File: src/rtl/nic_ctrl_pkg.sv
// Shared definitions for the NIC access controller.
//   nic_state_e : sequencer states (IDLE / POLL_RX / READ_RX / POLL_TX / WRITE_TX)
//   srv_e       : which direction was served last (round-robin memory)
//   NIC_*       : NIC memory-mapped register select codes
//   stat_bit()  : bit position of the full flag inside a NIC status word
package nic_ctrl_pkg;

  typedef enum logic [2:0] {
    ST_IDLE     = 3'd0,
    ST_POLL_RX  = 3'd1,
    ST_READ_RX  = 3'd2,
    ST_POLL_TX  = 3'd3,
    ST_WRITE_TX = 3'd4
  } nic_state_e;

  typedef enum logic {
    SRV_TX = 1'b0,
    SRV_RX = 1'b1
  } srv_e;

  localparam logic [0:1] NIC_IN_DATA  = 2'b00;
  localparam logic [0:1] NIC_IN_STAT  = 2'b01;
  localparam logic [0:1] NIC_OUT_DATA = 2'b10;
  localparam logic [0:1] NIC_OUT_STAT = 2'b11;

  // Status words carry the full flag in the last bit of the packet vector.
  function automatic int unsigned stat_bit(input int unsigned pac_width);
    return pac_width - 1;
  endfunction

endpackage

File: src/rtl/nic_access_ctrl.sv
// NIC access controller: owns the memory-mapped port of one NIC for a PE.
// Tx packets are buffered in a one-deep holding register and pushed to the
// NIC as "poll out-status, write out-buffer"; NIC receive traffic is pulled as
// "poll in-status, read in-buffer" into a registered rx valid/ready output.
// Tx and rx service are arbitrated round-robin.
//
// Ports:
//   clk, reset          clock; synchronous active-low reset
//   tx_valid/tx_data    packet from PE (bit 0 = VC bit, not inspected)
//   tx_ready            holding register empty
//   rx_valid/rx_data    received packet to PE (registered)
//   rx_ready            PE consumes rx_data
//   nic_addr/nic_en/nic_wr_en/nic_d_in   NIC register port (Moore outputs)
//   nic_d_out           NIC read data, combinational on nic_addr
//   sent_cnt/recv_cnt   wrapping packet counters
module nic_access_ctrl
  import nic_ctrl_pkg::*;
#(
  parameter int unsigned PAC_WIDTH = 64,
  parameter int unsigned CNT_W     = 16
) (
  input  logic                 clk,
  input  logic                 reset,
  input  logic                 tx_valid,
  input  logic [0:PAC_WIDTH-1] tx_data,
  output logic                 tx_ready,
  output logic                 rx_valid,
  output logic [0:PAC_WIDTH-1] rx_data,
  input  logic                 rx_ready,
  output logic [0:1]           nic_addr,
  output logic                 nic_en,
  output logic                 nic_wr_en,
  output logic [0:PAC_WIDTH-1] nic_d_in,
  input  logic [0:PAC_WIDTH-1] nic_d_out,
  output logic [CNT_W-1:0]     sent_cnt,
  output logic [CNT_W-1:0]     recv_cnt
);

  localparam int unsigned STAT_BIT = stat_bit(PAC_WIDTH);

  nic_state_e             state_q, state_d;
  srv_e                   last_q, last_d;
  logic                   tx_full_q, tx_full_d;
  logic [0:PAC_WIDTH-1]   tx_buf_q, tx_buf_d;
  logic                   rx_valid_q, rx_valid_d;
  logic [0:PAC_WIDTH-1]   rx_data_q, rx_data_d;
  logic [CNT_W-1:0]       sent_q, sent_d;
  logic [CNT_W-1:0]       recv_q, recv_d;

  logic rx_want;
  logic tx_want;
  logic nic_full;

  assign rx_want  = !rx_valid_q;
  assign tx_want  = tx_full_q;
  assign nic_full = nic_d_out[STAT_BIT];

  always_comb begin
    state_d    = state_q;
    last_d     = last_q;
    tx_full_d  = tx_full_q;
    tx_buf_d   = tx_buf_q;
    rx_valid_d = rx_valid_q;
    rx_data_d  = rx_data_q;
    sent_d     = sent_q;
    recv_d     = recv_q;
    nic_en     = 1'b0;
    nic_wr_en  = 1'b0;
    nic_addr   = NIC_IN_DATA;
    nic_d_in   = '0;

    if (rx_valid_q && rx_ready) begin
      rx_valid_d = 1'b0;
    end
    if (tx_valid && !tx_full_q) begin
      tx_full_d = 1'b1;
      tx_buf_d  = tx_data;
    end

    case (state_q)
      ST_IDLE: begin
        // Contention goes to the direction not served last.
        if (rx_want && (!tx_want || last_q == SRV_TX)) begin
          state_d = ST_POLL_RX;
        end else if (tx_want) begin
          state_d = ST_POLL_TX;
        end
      end
      ST_POLL_RX: begin
        nic_en   = 1'b1;
        nic_addr = NIC_IN_STAT;
        if (nic_full) begin
          state_d = ST_READ_RX;
        end else begin
          state_d = ST_IDLE;
          last_d  = SRV_RX;
        end
      end
      ST_READ_RX: begin
        // Only this block pops the in-buffer, so the positive poll still holds.
        nic_en     = 1'b1;
        nic_addr   = NIC_IN_DATA;
        rx_data_d  = nic_d_out;
        rx_valid_d = 1'b1;
        recv_d     = recv_q + CNT_W'(1);
        last_d     = SRV_RX;
        state_d    = ST_IDLE;
      end
      ST_POLL_TX: begin
        nic_en   = 1'b1;
        nic_addr = NIC_OUT_STAT;
        if (!nic_full) begin
          state_d = ST_WRITE_TX;
        end else begin
          state_d = ST_IDLE;
          last_d  = SRV_TX;
        end
      end
      ST_WRITE_TX: begin
        nic_en    = 1'b1;
        nic_wr_en = 1'b1;
        nic_addr  = NIC_OUT_DATA;
        nic_d_in  = tx_buf_q;
        tx_full_d = 1'b0;
        sent_d    = sent_q + CNT_W'(1);
        last_d    = SRV_TX;
        state_d   = ST_IDLE;
      end
      default: begin
        state_d = ST_IDLE;
      end
    endcase
  end

  always_ff @(posedge clk) begin
    if (!reset) begin
      state_q    <= ST_IDLE;
      last_q     <= SRV_TX;
      tx_full_q  <= 1'b0;
      tx_buf_q   <= '0;
      rx_valid_q <= 1'b0;
      rx_data_q  <= '0;
      sent_q     <= '0;
      recv_q     <= '0;
    end else begin
      state_q    <= state_d;
      last_q     <= last_d;
      tx_full_q  <= tx_full_d;
      tx_buf_q   <= tx_buf_d;
      rx_valid_q <= rx_valid_d;
      rx_data_q  <= rx_data_d;
      sent_q     <= sent_d;
      recv_q     <= recv_d;
    end
  end

  assign tx_ready = !tx_full_q;
  assign rx_valid = rx_valid_q;
  assign rx_data  = rx_data_q;
  assign sent_cnt = sent_q;
  assign recv_cnt = recv_q;

endmodule

File: config.mk
export PLATFORM = sky130hd
export DESIGN_NAME = nic_access_ctrl
export DESIGN_NICKNAME = d
export VERILOG_FILES = /design/src/rtl/nic_ctrl_pkg.sv /design/src/rtl/nic_access_ctrl.sv
export SDC_FILE = /design/constraint.sdc
export NUM_CORES = 1
export LEC_CHECK = 0
export ABC_AREA = 1
export BUFFER_PORTS_ARGS = -buffer_cell sky130_fd_sc_hd__buf_2
export CORE_UTILIZATION = 40
export CTS_CLUSTER_SIZE = 10
export DETAILED_ROUTE_END_ITERATION = 16
export PLACE_DENSITY = 0.68
export SLEW_MARGIN = 10
export SYNTH_ARGS = -nofsm -noshare
export SYNTH_HDL_FRONTEND = slang
export SYNTH_SLANG_ARGS = --single-unit
File: constraint.sdc
create_clock -name clk -period 2.02 [get_ports clk]
set_input_delay 0 -clock clk [delete_from_list [all_inputs] [get_ports clk]]
set_output_delay 0 -clock clk [all_outputs]
set_load 0.02 [all_outputs]
# Word-level counts from Yosys, hierarchy flattened
# Index checks and enable logic that the tools add are counted.
# word_totals
register_bits	166
elab_cells	45
output_inout_bits	166
input_bits	132
# op_classes
n_reduce_logical	12
n_bitwise	2
addsub	2
eq_ne	7
muxes	14
# op_table
operator	n
2-to-1 mux 64 bit	1
adder 16 x 1 -> 16 bit (second input constant)	2
2-to-1 mux 3 bit	3
case mux 3 bit (3 select lines)	1
== test 3 x 2 -> 1 bit (second input constant)	2
2-to-1 mux 1 bit	6
case mux 2 bit (3 select lines)	1
!= test 2 bit (second input constant)	2
case mux 1 bit (4 select lines)	1
nonzero test 4 bit	1
OR reduction 4 bit	1
== test 3 x 1 -> 1 bit (second input constant)	1
== test 3 bit (second input constant)	1
logical AND 1 bit	3
zero test 3 bit	1
!= test 3 bit (second input constant)	1
AND reduction 3 bit	1
zero test 1 bit	2
2-to-1 mux 2 bit	1
inverter 1 bit	2
nonzero test 2 bit	1
OR reduction 2 bit	1
logical OR 1 bit	1

# Longest topological paths before layout
# Gate-level depths: netlist (run 1).
# depth
word_depth	5
ltp_mapped	9
ltp_nobuf	9

# Least setup slack after synthesis (run 1)
# No wires, ideal clock.
# synth_path
path_type	reg-to-reg
from	register recv_q[0] (netlist: recv_cnt[0])
to	register recv_q[10] (netlist: recv_cnt[10])
setup_ns	0.113
slack_ns	0.618
n_path_buf	0
t_required_ns	1.907
stages_incl_launch_ff	7
t_arrival_ns	1.289
synth_period_minus_slack_ns	1.402
cell_sequence	dfxtp_1 ha_1 nand3_1 nor3_1 nand2_1 nor2_1 nor2_1
# synth_between
elab_chain_len	1
# synth_lines
element	line	text
start, declared	nic_access_ctrl.sv:48	logic [CNT_W-1:0] recv_q, recv_d;
start signal, assigned	nic_access_ctrl.sv:153	recv_q <= recv_d;
adder 16 x 1 -> 16 bit	nic_access_ctrl.sv:105	recv_d = recv_q + CNT_W'(1);
# Every way passes these cells.
# A chain may end at the register's enable or synchronous reset.

# Worst setup path after layout (run 1)
# layout_path
from	register state_q[1]
to	output nic_d_in[22] (netlist bit)
# layout_between
elab_chain_len	2
# layout_lines
element	line	text
start, declared	nic_access_ctrl.sv:41	nic_state_e state_q, state_d;
start signal, assigned	nic_access_ctrl.sv:146	state_q <= state_d;
== test 3 bit	nic_access_ctrl.sv:80	case (state_q)
2-to-1 mux 64 bit	nic_access_ctrl.sv:80	
end, declared	nic_access_ctrl.sv:33	output logic [0:PAC_WIDTH-1] nic_d_in,
# Every way passes these cells.

==> results.md, run 1 <==
* Nets at 1440
* GPL Wtd Cong at 0.823
* Clock group share of total power at 41.3%
* CTS tree: built
* Post-cts sizing count at 0
* Status: completed
* Worst reg-to-reg path cell count at 6
* # rows at 46
* Final ANT Viol Nets at 0
* Fin crit share at 90.0%
* VDD IR max at 0.000558 V
* Num CTS Buffers at 17
* Post-Syn Instances at 905
* Setup crit start: state_q[1]
* Clock Tree Root: clkbuf_16
* Post-CTS Setup Inserts at 0
* Main combinational cell family by area after synthesis: simple AND/OR/NAND/NOR gates
* Min-Delay Path Depth at 3
* Leak at 4.66 nW
* Max Fclk at 550 MHz
* Worst path max stage delay at 0.36 ns
* Syn Nets at 1039
* Core area at 15900 µm²
* Final WS setup at 0.201 ns
* Net Sw Frac at 24.5%
* Placement-stage cell area at 8210 µm²
* Chip width at 130 µm
* Die Y at 130 µm
* Place WS at 0.564 ns
* Final number of setup-violating endpoints at 0
* YS warnings at 0
* H-Tree Depth at 4
* Int Power at 5.88 mW
* Buffers from clock root to sink, at most at 2
* Clock Skews at 0.00970 ns
* Share of layout cells above drive strength 1 at 25.9%
* WL/cell at 13.2 µm
* First-pass GRT wire length at 30.6 mm
* CTS clock-pin slew for the worst setup and hold paths at 0.05 ns
* Cell Area, Synth at 6520 µm²
* Post-synthesis sequential area ratio at 51.0%
* Via count at 7226
* Worst setup SP type: register
* Post-route cell area at 10100 µm²
* Mux share of post-synthesis cell area at 0%
* Initial Util at 41.0%
* Crit Path Max Fanout at 66
* Largest net degree at the start of global routing at 88
* Xor and xnor area share after synthesis at 0.134%
* Initial DRC count at 363
* Post-synthesis compound-gate area fraction at 17.3%
* Via density at 4.71
* I/O pin cnt at 298
* Register bit total from synthesis at 166
* Setup CP Type: reg2out
* Area growth, synth to finish at 54.6%
* PD cells at 773 nW/µm²
* Slew headroom at 47.9%
* FILL cells at 1385
* Final Util at 63.4%
* Worst Hold End: sent_cnt[0]
* Max stage delay cell, worst path: dfxtp_1
* CP Capture Type: output pin
* Logic pwr share at 13.4%
* Hold path startpoint: reset
* Buffers on Ports at 297
* Synth Area in Simple Gates at 21.9%
* Reg2Reg Launch Point: state_q[2]
* GR Util All Layers at 23.0%
* Initial antenna violation count at 1
* Worst min path class: in2reg
* Critical path required time at 2.02 ns
* Setup TNS at 0 ns
* End of the worst register-to-register path: rx_data[19]
* Fin. Hold Viols at 0
* RSZ-0062 raised after global routing: no
* HPWL Detailed at 12.4 mm
* Number of remaining DRC errors at 0
* Library cells used by synthesis at 24
* Wirelength, routed at 20.2 mm
* CTS Sinks at 166
* GR Overflow Total at 0
* Clock Latency Late Sink at 0.42 ns
* Sequential Power Share at 45.3%
* Worst path arrival time at 1.82 ns
* Vias in the first global route at 6463
* Die area at 16800 µm²
* Slew @ Worst Pin at 0.782 ns
* Max Cap Violations at 0
* Worst path most repeated cell: nor2_1
* P_sw at 1.91 mW
* Worst hold slack at 0.0959 ns
* Drt pass-1 iters at 5
* Flop-to-flop setup slack at 0.56 ns
* Crit-path cells: nor2_1 > nand2_2 > buf_12 > nor2_1 > buf_2
* Avg Cell Area, Syn at 7.20 µm²
* Post-Synth Adder-Cell Area at 0.384%
* Final min period at 1.82 ns
* Pins Over Slew Limit at 0
-- cells in the mapped netlist, drive strengths merged --
| library cell | number | area share, % |
|---|---|---|
| nor3b | 2 | 0.23 |
| ha | 2 | 0.38 |
| xor2 | 1 | 0.13 |
| nor2 | 121 | 7.1 |
| inv | 104 | 6.0 |
| buf | 16 | 1.2 |
| dfxtp | 166 | 51 |
| a211oi | 2 | 0.23 |
| o21ai | 75 | 5.8 |
| and3 | 1 | 0.096 |
| clkbuf | 36 | 2.1 |
| nor3 | 11 | 0.84 |
| nand2 | 196 | 11 |
| o21a | 1 | 0.12 |
| nand4 | 8 | 0.77 |
| nand3 | 17 | 1.6 |
| a21oi | 146 | 11 |
-- how the worst max path moves through the flow --
stage              endpoint  slack [ns]
4_1_cts        nic_d_in[62]        0.20
3_3_place_gp    recv_cnt[0]        0.58
2_1_floorplan  recv_cnt[10]        0.62
3_5_place_dp   sent_cnt[11]        0.56
6_report       nic_d_in[22]        0.20
5_1_grt         nic_d_in[8]         0.1
-- registers in the layout, summed over array words and instances (netlist names) --
name / flops
sent_cnt: 16
last_q: 1
rx_valid: 1
rx_data: 64
tx_buf_q: 64
tx_full_q: 1
recv_cnt: 16
state_q: 3
-- worst max-delay path, delay by kind of cell, from the launching register on --
family	cells	cell delay, ns
and+or+nand+nor	3	0.60
buffers and inverters	2	0.43
DFF	1	0.36
-- stage by stage --
| step | std cells | total power [mW] |
|---|---|---|
| after global routing | 1533 | 8.13 |
| after detailed placement | 1374 | 4.43 |
| after global placement | 1374 | 4.41 |
| after CTS | 1532 | 7.85 |
| final | 1533 | 7.79 |
| after floorplan | 905 | 4.10 |
-- layout by cell type (no fill, tap or decap), types with 2 or more instances in the layout --
cell / n
clkinv_2: 3
buf_12: 6
ha_1: 2
buf_2: 297
nand3_1: 15
clkbuf_1: 2
dfxtp_1: 166
nor2_1: 119
bufinv_16: 3
nand4_1: 8
nor3b_1: 2
dlygate4sd3_1: 129
inv_2: 3
nor3_1: 11
clkbuf_16: 17
inv_1: 101
a211oi_1: 2
a21oi_1: 146
o21ai_0: 75
buf_4: 2
nand2_1: 194
clkinv_4: 2
-- timing repair --
item,4_1_cts,5_1_grt
endpoints found under the hold margin,130,0
hold buffers,129,0
endpoints found under the setup margin,0,0
-- power groups by stage --
| stage | logic (mW) | clock network, mW | registers, mW |
|---|---|---|---|
| after floorplan | 0.431 | 0 | 3.67 |
| after global placement | 0.821 | 0 | 3.59 |
| after detailed placement | 0.829 | 0 | 3.60 |
| after CTS | 1.03 | 3.29 | 3.53 |
| after global routing | 1.15 | 3.43 | 3.55 |
| final | 1.05 | 3.22 | 3.53 |
-- cell type report --
type | instances | area (µm²) | area share, %
clock buffers | 20 | 447 | 4.43
inverters | 104 | 390 | 3.87
clock inverters | 9 | 130 | 1.29
multi-input cells | 583 | 2600 | 25.8
well taps | 216 | 270 | 2.68
repair buffers | 434 | 2910 | 28.9
flip-flops and latches | 166 | 3320 | 33.0
diodes | 1 | 2.50 | 0.0248
-- logic make-up (layout without fill, tap and decap cells) --
| kind of cell | count (synthesis) | after routing |
|---|---|---|
| AND/OR/NAND/NOR | 356 | 356 |
| flip-flops | 166 | 166 |
| AO/OA/AOI/OAI | 224 | 224 |
| other | 0 | 1 |
| XOR/XNOR | 1 | 1 |
| adder cells (fa/ha/maj) | 2 | 2 |
| buffers and inverters | 156 | 567 |
-- layer usage --
layer / vias up / GRT usage [%] / part of all wire, % / wire length [µm]
met3: 66 / 5.99 / 6.0 / 1220
met2: 245 / 38.7 / 48 / 9730
met4: 0 / 12.0 / 3.8 / 771
li1: 3666 / - / - / -
met1: 3249 / 27.0 / 42 / 8510
met5: - / 0 / 0 / 0
Note: power is estimated with default switching activity, not from simulation.
==> run 2: changes to the inputs <==
--- a/config.mk
+++ b/config.mk
@@ -11,5 +11,5 @@
 export CTS_CLUSTER_SIZE = 10
 export DETAILED_ROUTE_END_ITERATION = 16
-export PLACE_DENSITY = 0.68
+export PLACE_DENSITY = 0.71
 export SLEW_MARGIN = 10
 export SYNTH_ARGS = -nofsm -noshare
==> constraint.sdc (replaced) <==
create_clock -name clk -period 1.5 [get_ports clk]
set_input_delay 0.15 -clock clk [delete_from_list [all_inputs] [get_ports clk]]
set_output_delay 0.15 -clock clk [all_outputs]
set_load 0.02 [all_outputs]
==> results.md, run 2 (same netlist as run 1, synthesis figures left out) <==
* End of the worst register-to-register path: tx_buf_q[32]
* GR Util All Layers at 22.9%
* Via density at 4.84
* Final WS setup at -0.217 ns
* Die area at 16800 µm²
* Final number of setup-violating endpoints at 66
* Post-route cell area at 10100 µm²
* Fin. Hold Viols at 0
* Sequential Power Share at 46.1%
* PD cells at 1020 nW/µm²
* Worst hold slack at 0.0109 ns
* Share of layout cells above drive strength 1 at 30.7%
* Max Cap Violations at 0
* Worst path arrival time at 1.57 ns
* Initial Util at 41.0%
* Hold path startpoint: tx_data[54]
* WL/cell at 14.1 µm
* First-pass GRT wire length at 30.1 mm
* FILL cells at 1335
* Initial antenna violation count at 1
* Number of remaining DRC errors at 0
* Via count at 7272
* VDD IR max at 0.000725 V
* Vias in the first global route at 6241
* Status: finished with violations
* HPWL Detailed at 13.2 mm
* Final ANT Viol Nets at 0
* Area growth, synth to finish at 55.3%
* Final min period at 1.72 ns
* Place WS at 0.0457 ns
* Most frequent cells in the layout: 231 x buf_2, 192 x nand2_1, 163 x dfxtp_1, 146 x a21oi_1, 101 x inv_1
* Clock Latency Late Sink at 0.42 ns
* Failing checks: negative setup slack
* CTS clock-pin slew for the worst setup and hold paths at 0.06 ns
* Die Y at 130 µm
* Largest net degree at the start of global routing at 67
* Clock Tree Root: clkbuf_16
* Setup TNS at -9.50 ns
* Net Sw Frac at 25.3%
* CTS Sinks at 166
* P_sw at 2.61 mW
* Final Util at 63.7%
* GPL Wtd Cong at 0.840
* CP Capture Point: nic_d_in[47]
* Most common cell after layout, fill and taps aside: buf_2
* GR Overflow Total at 0
* Setup CP Type: reg2out
* Buffers on Ports at 297
* Worst setup SP type: register
* H-Tree Depth at 4
* CTS tree: built
* Num CTS Buffers at 17
* Critical path required time at 1.35 ns
* # rows at 46
* Fin crit share at 114%
* Crit Path Max Fanout at 33
* Placement-stage cell area at 8310 µm²
* Buffers from clock root to sink, at most at 2
* Logic pwr share at 14.0%
* Clock group share of total power at 39.9%
* Drt pass-1 iters at 5
* CP Capture Type: output pin
* Max Fclk at 582 MHz
* Worst min path class: in2reg
* I/O pin cnt at 298
* Int Power at 7.71 mW
* Slew @ Worst Pin at 0.345 ns
* Flop-to-flop setup slack at 0.09 ns
* RSZ-0062 raised after global routing: yes
* Initial DRC count at 374
* Clock Skews at 0.00786 ns
* Reg2Reg Launch Point: tx_full_q
* Chip width at 130 µm
* Slew headroom at 76.8%
* Pins Over Slew Limit at 0
* Wirelength, routed at 21.1 mm
* Core area at 15900 µm²
* Worst reg-to-reg path cell count at 5
* Nets at 1409
* Leak at 4.58 nW
* Setup crit start: state_q[0]
[run 2: changes by cell type in the layout (fill, tap and decap cells not counted), moves of 3 or more]
cell | previous run | this run
nor2_2 | 1 | 25
nor2_1 | 119 | 91
dfxtp_1 | 166 | 163
nor2_4 | 1 | 5
buf_6 | 0 | 16
buf_2 | 297 | 231
buf_4 | 2 | 67
clkbuf_1 | 2 | 5
dlygate4sd3_1 | 129 | 78
[run 2: metrics by stage]
stage | power (mW) | std cells
after global placement | 5.99 | 1384
after global routing | 10.8 | 1504
after floorplan | 5.52 | 905
final | 10.3 | 1504
after CTS | 10.3 | 1496
after detailed placement | 6.01 | 1384
[run 2: worst min-delay path by stage]
| stage | cells after the start | slack, ns | end |
|---|---|---|---|
| final | 3 | 0.01 | tx_buf_q[54] |
| after global routing | 3 | 0.008 | tx_buf_q[5] |
| after CTS | 3 | 0.0009 | tx_buf_q[16] |
| after detailed placement | 3 | 0.40 | rx_data[37] |
| after global placement | 3 | 0.40 | rx_data[20] |
| after floorplan | 2 | 0.29 | rx_data[0] |
[run 2: layout make-up]
type	count	area [µm²]	area share (%)
inverters	104	398	3.93
repair buffers	403	2870	28.3
flip-flops and latches	166	3330	32.9
diodes	1	2.50	0.0247
clock inverters	9	105	1.04
well taps	216	270	2.67
clock buffers	22	444	4.39
multi-input cells	583	2710	26.8
[run 2: routing by layer]
layer | wire (µm) | up-vias | part of all wire (%) | track usage (%)
met3 | 1210 | 57 | 5.7 | 5.78
met1 | 8620 | 3347 | 41 | 27.5
met5 | 0 | - | 0 | 0
met2 | 10600 | 253 | 50 | 38.5
li1 | - | 3615 | - | -
met4 | 656 | 0 | 3.1 | 10.5
[run 2: repair_timing]
item,CTS,global route
hold buffers,78,0
buffers inserted,2,5
pin swaps,1,2
endpoints found under the hold margin,78,0
gates resized for setup,75,56
cloned,1,2
endpoints found under the setup margin,67,109
[run 2: critical path, stage by stage, from the launching register on]
cell and delay, ns:
dfxtp_4 0.37, nor2_4 0.15, nand2_4 0.12, buf_12 0.19
nor2_1 0.15, buf_4 0.18
[run 2: power groups by stage]
stage / Clock (mW) / Sequential (mW) / Combinational, mW
detailed placement: 0 / 4.84 / 1.17
CTS: 4.21 / 4.75 / 1.36
floorplan: 0 / 4.94 / 0.580
global route: 4.42 / 4.78 / 1.58
finish: 4.12 / 4.76 / 1.44
global placement: 0 / 4.84 / 1.16
